===== src/rtl/shift_cmd_issue_if.sv =====
// Command, shifter and result signals of the shift command-issue stage.
// master = command source / result sink / shifter; slave = the issue stage.
interface shift_cmd_issue_if;
  logic        in_valid;
  logic        in_ready;
  logic [15:0] in_data;
  logic [3:0]  in_shamt;
  logic        in_dir;
  logic        in_type;
  logic [3:0]  in_tag;

  logic [15:0] sh_data_in;
  logic [3:0]  sh_shift_amount;
  logic        sh_direction;
  logic        sh_type;
  logic [15:0] sh_data_out;

  logic        out_valid;
  logic        out_ready;
  logic [15:0] out_data;
  logic [3:0]  out_tag;
  logic        out_zero;

  modport master (
    output in_valid, in_data, in_shamt, in_dir, in_type, in_tag,
    input  in_ready,
    input  sh_data_in, sh_shift_amount, sh_direction, sh_type,
    output sh_data_out,
    input  out_valid, out_data, out_tag, out_zero,
    output out_ready
  );

  modport slave (
    input  in_valid, in_data, in_shamt, in_dir, in_type, in_tag,
    output in_ready,
    output sh_data_in, sh_shift_amount, sh_direction, sh_type,
    input  sh_data_out,
    output out_valid, out_data, out_tag, out_zero,
    input  out_ready
  );
endinterface


===== src/rtl/shift_cmd_issue.sv =====
// Command FIFO in front of a combinational barrel shifter, with a registered,
// back-pressurable result stage behind it. One command per cycle sustained.
module shift_cmd_issue #(
  parameter int DEPTH = 4,
  parameter int CNT_W = 16
) (
  input  logic                     clk,
  input  logic                     rst,
  shift_cmd_issue_if.slave         bus,
  output logic [$clog2(DEPTH):0]   fifo_count,
  output logic [CNT_W-1:0]         done_count
);
  localparam int AW = $clog2(DEPTH);
  localparam int EW = 26;
  localparam logic [AW:0] DEPTH_C = (AW+1)'(DEPTH);

  // Entry layout: {data[25:10], shamt[9:6], dir[5], type[4], tag[3:0]}
  logic [EW-1:0]    r_mem [DEPTH];
  logic [AW-1:0]    r_wr_ptr;
  logic [AW-1:0]    r_rd_ptr;
  logic [AW:0]      r_count;

  logic             r_out_valid;
  logic [15:0]      r_out_data;
  logic [3:0]       r_out_tag;
  logic             r_out_zero;
  logic [CNT_W-1:0] r_done;

  logic             w_in_ready;
  logic             w_push;
  logic             w_pop;
  logic             w_hs;
  logic             w_nonempty;
  logic [EW-1:0]    w_head;

  // Ready depends only on occupancy and reset, never on out_ready.
  assign w_nonempty = (r_count != '0);
  assign w_in_ready = !rst && (r_count < DEPTH_C);
  assign w_push     = bus.in_valid && w_in_ready;
  assign w_pop      = !rst && w_nonempty && (!r_out_valid || bus.out_ready);
  assign w_hs       = !rst && r_out_valid && bus.out_ready;

  always_comb begin
    w_head = '0;
    if (w_nonempty) begin
      w_head = r_mem[r_rd_ptr];
    end
  end

  assign bus.in_ready        = w_in_ready;
  assign bus.sh_data_in      = w_head[25:10];
  assign bus.sh_shift_amount = w_head[9:6];
  assign bus.sh_direction    = w_head[5];
  assign bus.sh_type         = w_head[4];

  always_ff @(posedge clk) begin
    if (w_push) begin
      r_mem[r_wr_ptr] <= {bus.in_data, bus.in_shamt, bus.in_dir, bus.in_type, bus.in_tag};
    end
  end

  // DEPTH is a power of two, so pointers wrap by natural overflow.
  always_ff @(posedge clk) begin
    if (rst) begin
      r_wr_ptr <= '0;
      r_rd_ptr <= '0;
      r_count  <= '0;
    end else begin
      if (w_push) begin
        r_wr_ptr <= r_wr_ptr + AW'(1);
      end
      if (w_pop) begin
        r_rd_ptr <= r_rd_ptr + AW'(1);
      end
      case ({w_push, w_pop})
        2'b10:   r_count <= r_count + (AW+1)'(1);
        2'b01:   r_count <= r_count - (AW+1)'(1);
        default: r_count <= r_count;
      endcase
    end
  end

  always_ff @(posedge clk) begin
    if (rst) begin
      r_out_valid <= 1'b0;
      r_out_data  <= '0;
      r_out_tag   <= '0;
      r_out_zero  <= 1'b0;
    end else if (w_pop) begin
      r_out_valid <= 1'b1;
      r_out_data  <= bus.sh_data_out;
      r_out_tag   <= w_head[3:0];
      r_out_zero  <= (bus.sh_data_out == 16'h0000);
    end else if (w_hs) begin
      r_out_valid <= 1'b0;
    end
  end

  always_ff @(posedge clk) begin
    if (rst) begin
      r_done <= '0;
    end else if (w_hs && (r_done != '1)) begin
      r_done <= r_done + CNT_W'(1);
    end
  end

  assign bus.out_valid = r_out_valid;
  assign bus.out_data  = r_out_data;
  assign bus.out_tag   = r_out_tag;
  assign bus.out_zero  = r_out_zero;
  assign fifo_count    = r_count;
  assign done_count    = r_done;
endmodule


===== src/flat_wrapper.sv =====
// flat-port wrapper written by rule: the top's interface ports become plain ports
module shift_cmd_issue_flat 
#(
  parameter int DEPTH = 4,
  parameter int CNT_W = 16
)
  (clk, rst, fifo_count, done_count, bus_in_valid, bus_in_data, bus_in_shamt, bus_in_dir, bus_in_type, bus_in_tag, bus_in_ready, bus_sh_data_in, bus_sh_shift_amount, bus_sh_direction, bus_sh_type, bus_sh_data_out, bus_out_valid, bus_out_data, bus_out_tag, bus_out_zero, bus_out_ready);
  shift_cmd_issue_if bus_i ();
  input  logic clk;
  input  logic rst;
  output logic [$clog2(DEPTH):0] fifo_count;
  output logic [CNT_W-1:0] done_count;
  input wire logic [$bits(bus_i.in_valid)-1:0] bus_in_valid;
  input wire logic [$bits(bus_i.in_data)-1:0] bus_in_data;
  input wire logic [$bits(bus_i.in_shamt)-1:0] bus_in_shamt;
  input wire logic [$bits(bus_i.in_dir)-1:0] bus_in_dir;
  input wire logic [$bits(bus_i.in_type)-1:0] bus_in_type;
  input wire logic [$bits(bus_i.in_tag)-1:0] bus_in_tag;
  output wire logic [$bits(bus_i.in_ready)-1:0] bus_in_ready;
  output wire logic [$bits(bus_i.sh_data_in)-1:0] bus_sh_data_in;
  output wire logic [$bits(bus_i.sh_shift_amount)-1:0] bus_sh_shift_amount;
  output wire logic [$bits(bus_i.sh_direction)-1:0] bus_sh_direction;
  output wire logic [$bits(bus_i.sh_type)-1:0] bus_sh_type;
  input wire logic [$bits(bus_i.sh_data_out)-1:0] bus_sh_data_out;
  output wire logic [$bits(bus_i.out_valid)-1:0] bus_out_valid;
  output wire logic [$bits(bus_i.out_data)-1:0] bus_out_data;
  output wire logic [$bits(bus_i.out_tag)-1:0] bus_out_tag;
  output wire logic [$bits(bus_i.out_zero)-1:0] bus_out_zero;
  input wire logic [$bits(bus_i.out_ready)-1:0] bus_out_ready;
  assign bus_i.in_valid = bus_in_valid;
  assign bus_i.in_data = bus_in_data;
  assign bus_i.in_shamt = bus_in_shamt;
  assign bus_i.in_dir = bus_in_dir;
  assign bus_i.in_type = bus_in_type;
  assign bus_i.in_tag = bus_in_tag;
  assign bus_in_ready = bus_i.in_ready;
  assign bus_sh_data_in = bus_i.sh_data_in;
  assign bus_sh_shift_amount = bus_i.sh_shift_amount;
  assign bus_sh_direction = bus_i.sh_direction;
  assign bus_sh_type = bus_i.sh_type;
  assign bus_i.sh_data_out = bus_sh_data_out;
  assign bus_out_valid = bus_i.out_valid;
  assign bus_out_data = bus_i.out_data;
  assign bus_out_tag = bus_i.out_tag;
  assign bus_out_zero = bus_i.out_zero;
  assign bus_i.out_ready = bus_out_ready;
  shift_cmd_issue #(.DEPTH(DEPTH), .CNT_W(CNT_W)) u_core (.clk(clk), .rst(rst), .bus(bus_i), .fifo_count(fifo_count), .done_count(done_count));
endmodule

===== config.mk =====
export PLATFORM = sky130hd
export DESIGN_NAME = shift_cmd_issue_flat
export DESIGN_NICKNAME = d
export VERILOG_FILES = /design/src/rtl/shift_cmd_issue_if.sv /design/src/rtl/shift_cmd_issue.sv /design/src/flat_wrapper.sv
export SDC_FILE = /design/constraint.sdc
export NUM_CORES = 1
export LEC_CHECK = 0
export ABC_AREA = 1
export CAP_MARGIN = 20
export CORE_AREA = 4 4 118 120
export CTS_CLUSTER_DIAMETER = 100
export DETAILED_ROUTE_END_ITERATION = 16
export DIE_AREA = 0 0 122 124
export PLACE_DENSITY = 0.86
export SETUP_SLACK_MARGIN = 0.05
export SLEW_MARGIN = 10
export SYNTH_ARGS = -nofsm -noshare
export SYNTH_HDL_FRONTEND = slang
export SYNTH_SLANG_ARGS = --single-unit

===== constraint.sdc =====
create_clock -name clk -period 4.3 [get_ports clk]
set_clock_uncertainty 0.05 [all_clocks]
set_input_delay 0.645 -clock clk [delete_from_list [all_inputs] [get_ports clk]]
set_output_delay 0.645 -clock clk [all_outputs]
set_load 0.1 [all_outputs]

==> results_tabular.tex, run 1 <==
\begin{tabular}{lr}
\hline
Metric & Value \\
\hline
\multicolumn{2}{l}{\textbf{Route}} \\
\quad Post-detailed-route via-to-cell ratio & 5.10 \\
\quad Total wire length after detailed routing & 14.0 mm \\
\quad Post-route ant nets & 0 \\
\quad DR DRC count & 0 \\
\quad Drt first-iter violations & between 300 and 400 \\
\quad Post-detailed-route wirelength per cell & 15.3 µm \\
\quad First-pass DRT Iterations & 5 \\
\quad DR vias & roughly 4.7k \\
\multicolumn{2}{l}{\textbf{Placed design}} \\
\quad Buffers on Ports & 109 \\
\quad Estimated wirelength of the detail-placed design & between 8 and 9 mm \\
\quad Gpl congestion & between 0.8 and 0.9 \\
\quad Post-Place Setup Slack & between 1000 and 1500 ps \\
\quad Number of instances in the placed design & just under 900 \\
\multicolumn{2}{l}{\textbf{GRT}} \\
\quad Antenna violations before repair & 0 \\
\quad Grt ovf & 0 \\
\quad First-pass GRT wire length & about 21 mm \\
\quad Global Route Usage Sum & 0.186 \\
\quad Pin count of the biggest net entering global routing & between 50 and 60 \\
\quad Number of global-route vias before repair & between 4k and 5k \\
\multicolumn{2}{l}{\textbf{Power and ir drop}} \\
\quad Clock network power share & 0.263 \\
\quad Switching share of power & 0.460 \\
\quad Power density over cell area & between 700 and 800 mW/mm² \\
\quad Total net switching power & roughly 2.8 mW \\
\quad Register share of total power & 0.301 \\
\quad Largest vdd supply drop & 0.000527 V \\
\quad Leakage power summed over all cells & about 2.9 nW \\
\quad Combinational share of power & 0.436 \\
\quad Cell-internal power & about 3.2 mW \\
\multicolumn{2}{l}{\textbf{Clock tree}} \\
\quad Hold-fix buffers, CTS & 0 \\
\quad TritonCTS buffer count & 17 \\
\quad Clock latency at the later pin of the worst-skew pair & around 420 ps \\
\quad Clock tree sinks & 151 \\
\quad Clock transition at the register clock pins on the worst setup and hold paths after CTS & $\sim$60 ps \\
\quad Max Root-Sink Buffers & 2 \\
\quad Count of instances resized after the clock tree is built & 0 \\
\quad Clk Tree Root Cell & sky130\_fd\_sc\_hd\_\_clkbuf\_16 \\
\quad \# Post-CTS Setup Buffers & 0 \\
\quad CTS tree & yes \\
\quad Number of levels in the clock H-tree & 4 \\
\multicolumn{2}{l}{\textbf{Synth}} \\
\quad Distinct cells, synth & 27 \\
\quad Post-Syn Area & 0.00635 mm² \\
\quad Synthesized area per cell & $\sim$10 µm² \\
\quad Library cell with the largest summed area after synthesis & sky130\_fd\_sc\_hd\_\_edfxtp\_1 \\
\quad Post-synthesis net count & approximately 690 \\
\quad Sequential-to-total area share from yosys stat & 0.640 \\
\quad Post-synthesis register bit count & between 150 and 200 \\
\quad Top cells by area, synth & sky130\_fd\_sc\_hd\_\_edfxtp\_1 (49\%), sky130\_fd\_sc\_hd\_\_dfxtp\_1 (15\%), sky130\_fd\_sc\_hd\_\_nor2\_1 (9.4\%) \\
\quad Number of warnings reported in the yosys synthesis log & 0 \\
\quad Mapped Cells & approximately 640 \\
\quad Area share of the leading cell type in the synthesized netlist & 0.492 \\
\multicolumn{2}{l}{\textbf{Timing}} \\
\quad Number of slew-limit violations in the final report & 0 \\
\quad Final critical-path share of the clock period & 0.731 \\
\quad Minimum setup slack in the final design & around 1200 ps \\
\quad Highest achievable clock rate & about 320 MHz \\
\quad Setup-violating endpoint count in the final report & 0 \\
\quad Measured slew at the worst slew-check pin & 1050 ps \\
\quad Worst rel slew slack & 0.299 \\
\quad Unrepaired setup endpoints after global routing & no \\
\quad Clock period minus worst slack & 3140 ps \\
\quad Hold violation total from the final report & 0 \\
\quad Final total negative setup slack & 0 ps \\
\multicolumn{2}{l}{\textbf{Layout}} \\
\quad Nets & just under 800 \\
\quad Filler instances & about 1000 \\
\quad Most common cell after layout, fill and taps aside & sky130\_fd\_sc\_hd\_\_nor2\_1 \\
\quad Non-filler instance count after layout & between 900 and 1k \\
\quad Area Growth Syn to Fin & 26.2\% \\
\quad Multi-input gate area & approximately 0.0019 mm² \\
\quad Final core occ & 0.618 \\
\quad Footprint of the flip-flops and latches & 0.00407 mm² \\
\quad Fraction of layout cells with a size suffix above 1 & 0.113 \\
\quad Count of antenna diodes in the layout & 0 \\
\quad Commonest non-fill, non-tap cells in the layout & sky130\_fd\_sc\_hd\_\_nor2\_1 (154), sky130\_fd\_sc\_hd\_\_edfxtp\_1 (104), sky130\_fd\_sc\_hd\_\_clkdlybuf4s50\_1 (86) \\
\multicolumn{2}{l}{\textbf{Critical path}} \\
\quad Type of destination of the critical path & output pin \\
\quad Crit Path Max Fanout & 27 \\
\quad Worst path arrival time & roughly 2500 ps \\
\quad Required time reported for the critical path endpoint & roughly 3600 ps \\
\quad Startpoint type of the worst setup path & flop \\
\quad Crit path kind & reg -> out \\
\multicolumn{2}{l}{\textbf{Flow run}} \\
\quad Max capacitance violation total & 0 \\
\multicolumn{2}{l}{\textbf{Status}} \\
\quad Run status & finished, final reports clean \\
\multicolumn{2}{l}{\textbf{Floorplanning}} \\
\quad Area of the placeable core & between 0.01 and 0.015 mm² \\
\quad Width of the die & between 100 and 150 µm \\
\quad Total I/O pin count & 110 \\
\quad Starting utilization of the core area & 0.489 \\
\quad Floorplan die height & between 100 and 150 µm \\
\quad Number of core rows & 42 \\
\quad Total Die Area & 0.0151 mm² \\
\multicolumn{2}{l}{\textbf{Worst hold path}} \\
\quad Hold crit path type & reg -> reg \\
\hline
\end{tabular}
## cells in the mapped netlist
cell type,n
sky130_fd_sc_hd__inv_2,5
sky130_fd_sc_hd__nand3_1,31
sky130_fd_sc_hd__nor2_2,4
sky130_fd_sc_hd__nor2_4,2
sky130_fd_sc_hd__o22ai_1,4
sky130_fd_sc_hd__fa_1,1
sky130_fd_sc_hd__dfxtp_1,47
sky130_fd_sc_hd__nor3_4,2
sky130_fd_sc_hd__inv_1,31
sky130_fd_sc_hd__xor2_1,2
sky130_fd_sc_hd__o21ai_1,2
sky130_fd_sc_hd__nand2_1,77
sky130_fd_sc_hd__a21oi_1,32
sky130_fd_sc_hd__buf_2,12
sky130_fd_sc_hd__ha_1,6
sky130_fd_sc_hd__nand3_2,1
sky130_fd_sc_hd__buf_4,23
sky130_fd_sc_hd__clkbuf_1,11
sky130_fd_sc_hd__nand2_2,2
sky130_fd_sc_hd__buf_6,1
sky130_fd_sc_hd__nand4_1,4
sky130_fd_sc_hd__nor4_1,2
sky130_fd_sc_hd__edfxtp_1,104
sky130_fd_sc_hd__nand2_4,1
sky130_fd_sc_hd__a21oi_2,2
sky130_fd_sc_hd__nor2_1,159
sky130_fd_sc_hd__o21ai_0,70
## worst max-delay path, stage by stage (launching register included)
cell	delay, ps
sky130_fd_sc_hd__dfxtp_1	310
sky130_fd_sc_hd__buf_4	310
sky130_fd_sc_hd__inv_1	490
sky130_fd_sc_hd__nor2_1	240
sky130_fd_sc_hd__o21ai_0	120
sky130_fd_sc_hd__a21oi_1	230
sky130_fd_sc_hd__buf_4	330
## power by group through the flow
stage	sequential (mW)	combinational (mW)	clock [mW]
3_5_place_dp	1.83	2.62	0
6_report	1.80	2.61	1.58
4_1_cts	1.80	2.63	1.59
2_1_floorplan	2.46	1.54	0
5_1_grt	1.82	2.73	1.67
3_3_place_gp	1.82	2.59	0
## final timing paths
check                                       from                                   to  slack, ps  cells after the start
max                                         flop                    bus_sh_data_in[6]       1160                      6
min reg2reg  u_core.bus.out_data[1]$_SDFFE_PP0P_  u_core.bus.out_data[1]$_SDFFE_PP0P_        420                      2
min          u_core.bus.out_data[1]$_SDFFE_PP0P_  u_core.bus.out_data[1]$_SDFFE_PP0P_        420                      2
max reg2reg    u_core.fifo_count[2]$_SDFFE_PP0P_    u_core.fifo_count[1]$_SDFFE_PP0P_       1790                      8
## flip-flops by register name, summed over array words and instances (netlist names), named ones only
register and flops:
u_core.r_mem 104, u_core.fifo_count 3, u_core.r_wr_ptr 2, u_core.bus.out_valid 1, u_core.done_count 16, u_core.bus.out_tag 4, u_core.bus.out_zero 1, u_core.r_rd_ptr 2
u_core.bus.out_data 16
## cell type report
cell class              count  area share
well taps                 176      0.0275
inverters                  36      0.0169
repair buffers            116       0.135
clock inverters            11      0.0248
multi-input cells         404       0.235
clock buffers              19      0.0540
flip-flops and latches    151       0.507
## kinds of logic (layout without fill, tap and decap cells)
kind of cell / count (synthesis) / in the layout / share of synthesized area
flops: 151 / 151 / 0.640
xor+xnor: 2 / 2 / 0.00276
compound gates: 110 / 110 / 0.0886
buf+inv: 83 / 182 / 0.0662
fa+ha+maj: 7 / 7 / 0.0150
simple gates: 285 / 285 / 0.188
## layer usage
metal | vias up | global-route usage | share of wire
met2 | 138 | 0.324 | 0.52
met4 | 0 | 0.0749 | 0.020
met1 | 2185 | 0.224 | 0.40
met3 | 27 | 0.0463 | 0.058
met5 | - | 0 | 0
li1 | 2306 | - | -
## through the flow
step	cell area (µm²)	hold slack, ps	power (mW)
floorplan	6350	424	4.00
detailed placement	7390	410	4.45
global route	8020	431	6.23
CTS	8020	418	6.02
finish	8020	419	6.00
global placement	7390	403	4.42
No activity file was read; power rests on OpenSTA's default activity.
==> run 2: changes to the inputs <==
CORE_AREA = 4 4 121 123   (was 4 4 118 120)
DIE_AREA = 0 0 125 127   (was 0 0 122 124)
clock period = 2.8 ns   (was 4.3 ns; I/O delays follow)
==> results_tabular.tex, run 2 (synthesis gave the netlist of run 1 again) <==
\begin{tabular}{lr}
\hline
Metric & Value \\
\hline
\multicolumn{2}{l}{\textbf{Power and ir drop}} \\
\quad Largest vdd supply drop & about 0.00069 V \\
\quad Power density over cell area & about 1100 mW/mm² \\
\quad Leakage power summed over all cells & roughly 3.1 nW \\
\quad Combinational share of power & 0.483 \\
\quad Register share of total power & 0.292 \\
\quad Switching share of power & 0.464 \\
\quad Clock network power share & 0.225 \\
\quad Total net switching power & around 4.4 mW \\
\quad Cell-internal power & just over 5 mW \\
\multicolumn{2}{l}{\textbf{Route}} \\
\quad DR vias & around 4.6k \\
\quad Post-route ant nets & 0 \\
\quad DR DRC count & 0 \\
\quad Total wire length after detailed routing & 13.7 mm \\
\quad Drt first-iter violations & about 400 \\
\quad Post-detailed-route via-to-cell ratio & 4.97 \\
\quad Post-detailed-route wirelength per cell & roughly 15 µm \\
\quad First-pass DRT Iterations & 5 \\
\multicolumn{2}{l}{\textbf{Floorplanning}} \\
\quad Floorplan die height & 127 µm \\
\quad Total I/O pin count & between 100 and 150 \\
\quad Starting utilization of the core area & 0.465 \\
\quad Width of the die & $\sim$130 µm \\
\quad Total Die Area & about 0.016 mm² \\
\quad Area of the placeable core & $\sim$0.014 mm² \\
\quad Number of core rows & 43 \\
\multicolumn{2}{l}{\textbf{Timing}} \\
\quad Clock period minus worst slack & approximately 2600 ps \\
\quad Hold violation total from the final report & 0 \\
\quad Highest achievable clock rate & between 300 and 400 MHz \\
\quad Final critical-path share of the clock period & 0.922 \\
\quad Setup-violating endpoint count in the final report & 0 \\
\quad Worst rel slew slack & 0.481 \\
\quad Final total negative setup slack & 0 ps \\
\quad Number of slew-limit violations in the final report & 0 \\
\quad Measured slew at the worst slew-check pin & between 700 and 800 ps \\
\quad Minimum hold slack & between 400 and 500 ps \\
\quad Unrepaired setup endpoints after global routing & no \\
\multicolumn{2}{l}{\textbf{Worst hold path}} \\
\quad Launch point of the worst hold path & u\_core.bus.out\_data[4]\$\_SDFFE\_PP0P\_ \\
\quad Number of instances on the worst hold path & 2 \\
\quad Hold crit path type & reg -> reg \\
\quad Hold EP & u\_core.bus.out\_data[4]\$\_SDFFE\_PP0P\_ \\
\multicolumn{2}{l}{\textbf{Layout}} \\
\quad Nets & between 700 and 800 \\
\quad Commonest non-fill, non-tap cells in the layout & sky130\_fd\_sc\_hd\_\_nor2\_1 (154), sky130\_fd\_sc\_hd\_\_edfxtp\_1 (104), sky130\_fd\_sc\_hd\_\_nand2\_1 (77) \\
\quad Fraction of layout cells with a size suffix above 1 & 0.182 \\
\quad Flip-flop count of the largest register after layout & 104 \\
\quad Most common cell after layout, fill and taps aside & sky130\_fd\_sc\_hd\_\_nor2\_1 \\
\quad Filler instances & approximately 1.1k \\
\quad Count of antenna diodes in the layout & 0 \\
\quad Largest register by flop count & u\_core.r\_mem \\
\quad Area Growth Syn to Fin & 29.2\% \\
\multicolumn{2}{l}{\textbf{GRT}} \\
\quad Pin count of the biggest net entering global routing & between 50 and 60 \\
\quad Global Route Usage Sum & 0.172 \\
\quad Number of global-route vias before repair & between 4k and 5k \\
\quad Grt ovf & 0 \\
\quad Antenna violations before repair & 0 \\
\quad First-pass GRT wire length & 21.9 mm \\
\multicolumn{2}{l}{\textbf{Clock tree}} \\
\quad Max Root-Sink Buffers & 2 \\
\quad Clock tree sinks & around 150 \\
\quad Number of levels in the clock H-tree & 4 \\
\quad \# Post-CTS Setup Buffers & 0 \\
\quad CTS tree & yes \\
\quad TritonCTS buffer count & 17 \\
\quad Count of instances resized after the clock tree is built & 0 \\
\quad Hold-fix buffers, CTS & 0 \\
\quad Clk Tree Root Cell & sky130\_fd\_sc\_hd\_\_clkbuf\_16 \\
\quad Clock transition at the register clock pins on the worst setup and hold paths after CTS & $\sim$60 ps \\
\quad Clock latency at the later pin of the worst-skew pair & 410 ps \\
\multicolumn{2}{l}{\textbf{Status}} \\
\quad Run status & finished, final reports clean \\
\multicolumn{2}{l}{\textbf{Critical path}} \\
\quad Required time reported for the critical path endpoint & between 2000 and 2500 ps \\
\quad Crit path kind & reg -> out \\
\quad Reg-to-reg critical path startpoint & u\_core.fifo\_count[2]\$\_SDFFE\_PP0P\_ \\
\quad Type of destination of the critical path & output pin \\
\quad Reg-to-reg critical path endpoint & u\_core.bus.out\_data[5]\$\_SDFFE\_PP0P\_ \\
\quad Startpoint type of the worst setup path & flop \\
\quad Crit Path Max Fanout & 52 \\
\quad Flop2flop setup slack & around 790 ps \\
\quad Worst path arrival time & about 2100 ps \\
\quad Worst Reg-to-Reg Cells & 7 \\
\multicolumn{2}{l}{\textbf{Flow run}} \\
\quad Max capacitance violation total & 0 \\
\multicolumn{2}{l}{\textbf{Placed design}} \\
\quad Estimated wirelength of the detail-placed design & 8.81 mm \\
\quad Buffers on Ports & around 110 \\
\quad Gpl congestion & 0.917 \\
\hline
\end{tabular}
-- run 2: cell types whose count changed in the layout (fill, tap and decap cells not counted), moves of 4 or more --
cell / previous run / this run
sky130_fd_sc_hd__clkdlybuf4s50_1: 86 / 45
sky130_fd_sc_hd__buf_4: 30 / 56
sky130_fd_sc_hd__clkinvlp_4: 0 / 5
sky130_fd_sc_hd__buf_12: 0 / 23
sky130_fd_sc_hd__bufinv_16: 5 / 1
-- run 2: worst max-delay path by stage --
stage          cells past startpoint                           endpoint  slack (ps)                              start
2_1_floorplan                     10  u_core.fifo_count[2]$_SDFFE_PP0P_          70  u_core.fifo_count[0]$_SDFFE_PP0P_
3_5_place_dp                      10  u_core.fifo_count[2]$_SDFFE_PP0P_         370                      bus_out_ready
6_report                           4                 bus_sh_data_in[15]         220                               flop
5_1_grt                            4                 bus_sh_data_in[15]          60                               flop
4_1_cts                            4                 bus_sh_data_in[15]         210                               flop
3_3_place_gp                      10  u_core.fifo_count[2]$_SDFFE_PP0P_         370                      bus_out_ready
-- run 2: area by class of cell --
cell class | count | area, µm² | area share
timing repair buffer | 124 | 1330 | 0.162
inverter | 36 | 135 | 0.0165
clock buffer | 19 | 433 | 0.0528
tap | 180 | 225 | 0.0274
clock inverter | 12 | 123 | 0.0149
sequential | 151 | 4070 | 0.496
multi-input combinational | 404 | 1890 | 0.231
-- run 2: per-layer routing --
metal | vias to the layer above | track usage | wire length (µm)
li1 | 2312 | - | -
met1 | 2119 | 0.203 | 5540
met2 | 145 | 0.309 | 7230
met3 | 23 | 0.0393 | 675
met4 | 0 | 0.0619 | 244
met5 | - | 0 | 0
-- run 2: power groups by stage --
stage | logic (mW) | registers, mW | clock network (mW)
after floorplan | 2.38 | 3.79 | 0
after global placement | 4.52 | 2.78 | 0
after detailed placement | 4.56 | 2.79 | 0
after CTS | 4.57 | 2.74 | 2.13
after global routing | 4.73 | 2.76 | 2.25
final | 4.54 | 2.74 | 2.11
-- run 2: worst max-delay path, stage by stage (launching register included) --
cell,delay [ps]
sky130_fd_sc_hd__dfxtp_2,330
sky130_fd_sc_hd__inv_2,560
sky130_fd_sc_hd__o21ai_0,240
sky130_fd_sc_hd__a21oi_1,330
sky130_fd_sc_hd__buf_12,220
-- run 2: stage by stage --
stage | setup slack [ps] | util | area (µm²) | std cells | power, mW
after floorplan | 71.4 | - | 6380 | 638 | 6.16
after global placement | 365 | 0.560 | 7650 | 895 | 7.30
after detailed placement | 368 | 0.560 | 7650 | 895 | 7.35
after CTS | 213 | 0.601 | 8210 | 926 | 9.45
after global routing | 63.5 | 0.601 | 8210 | 926 | 9.74
final | 217 | 0.601 | 8210 | 926 | 9.40
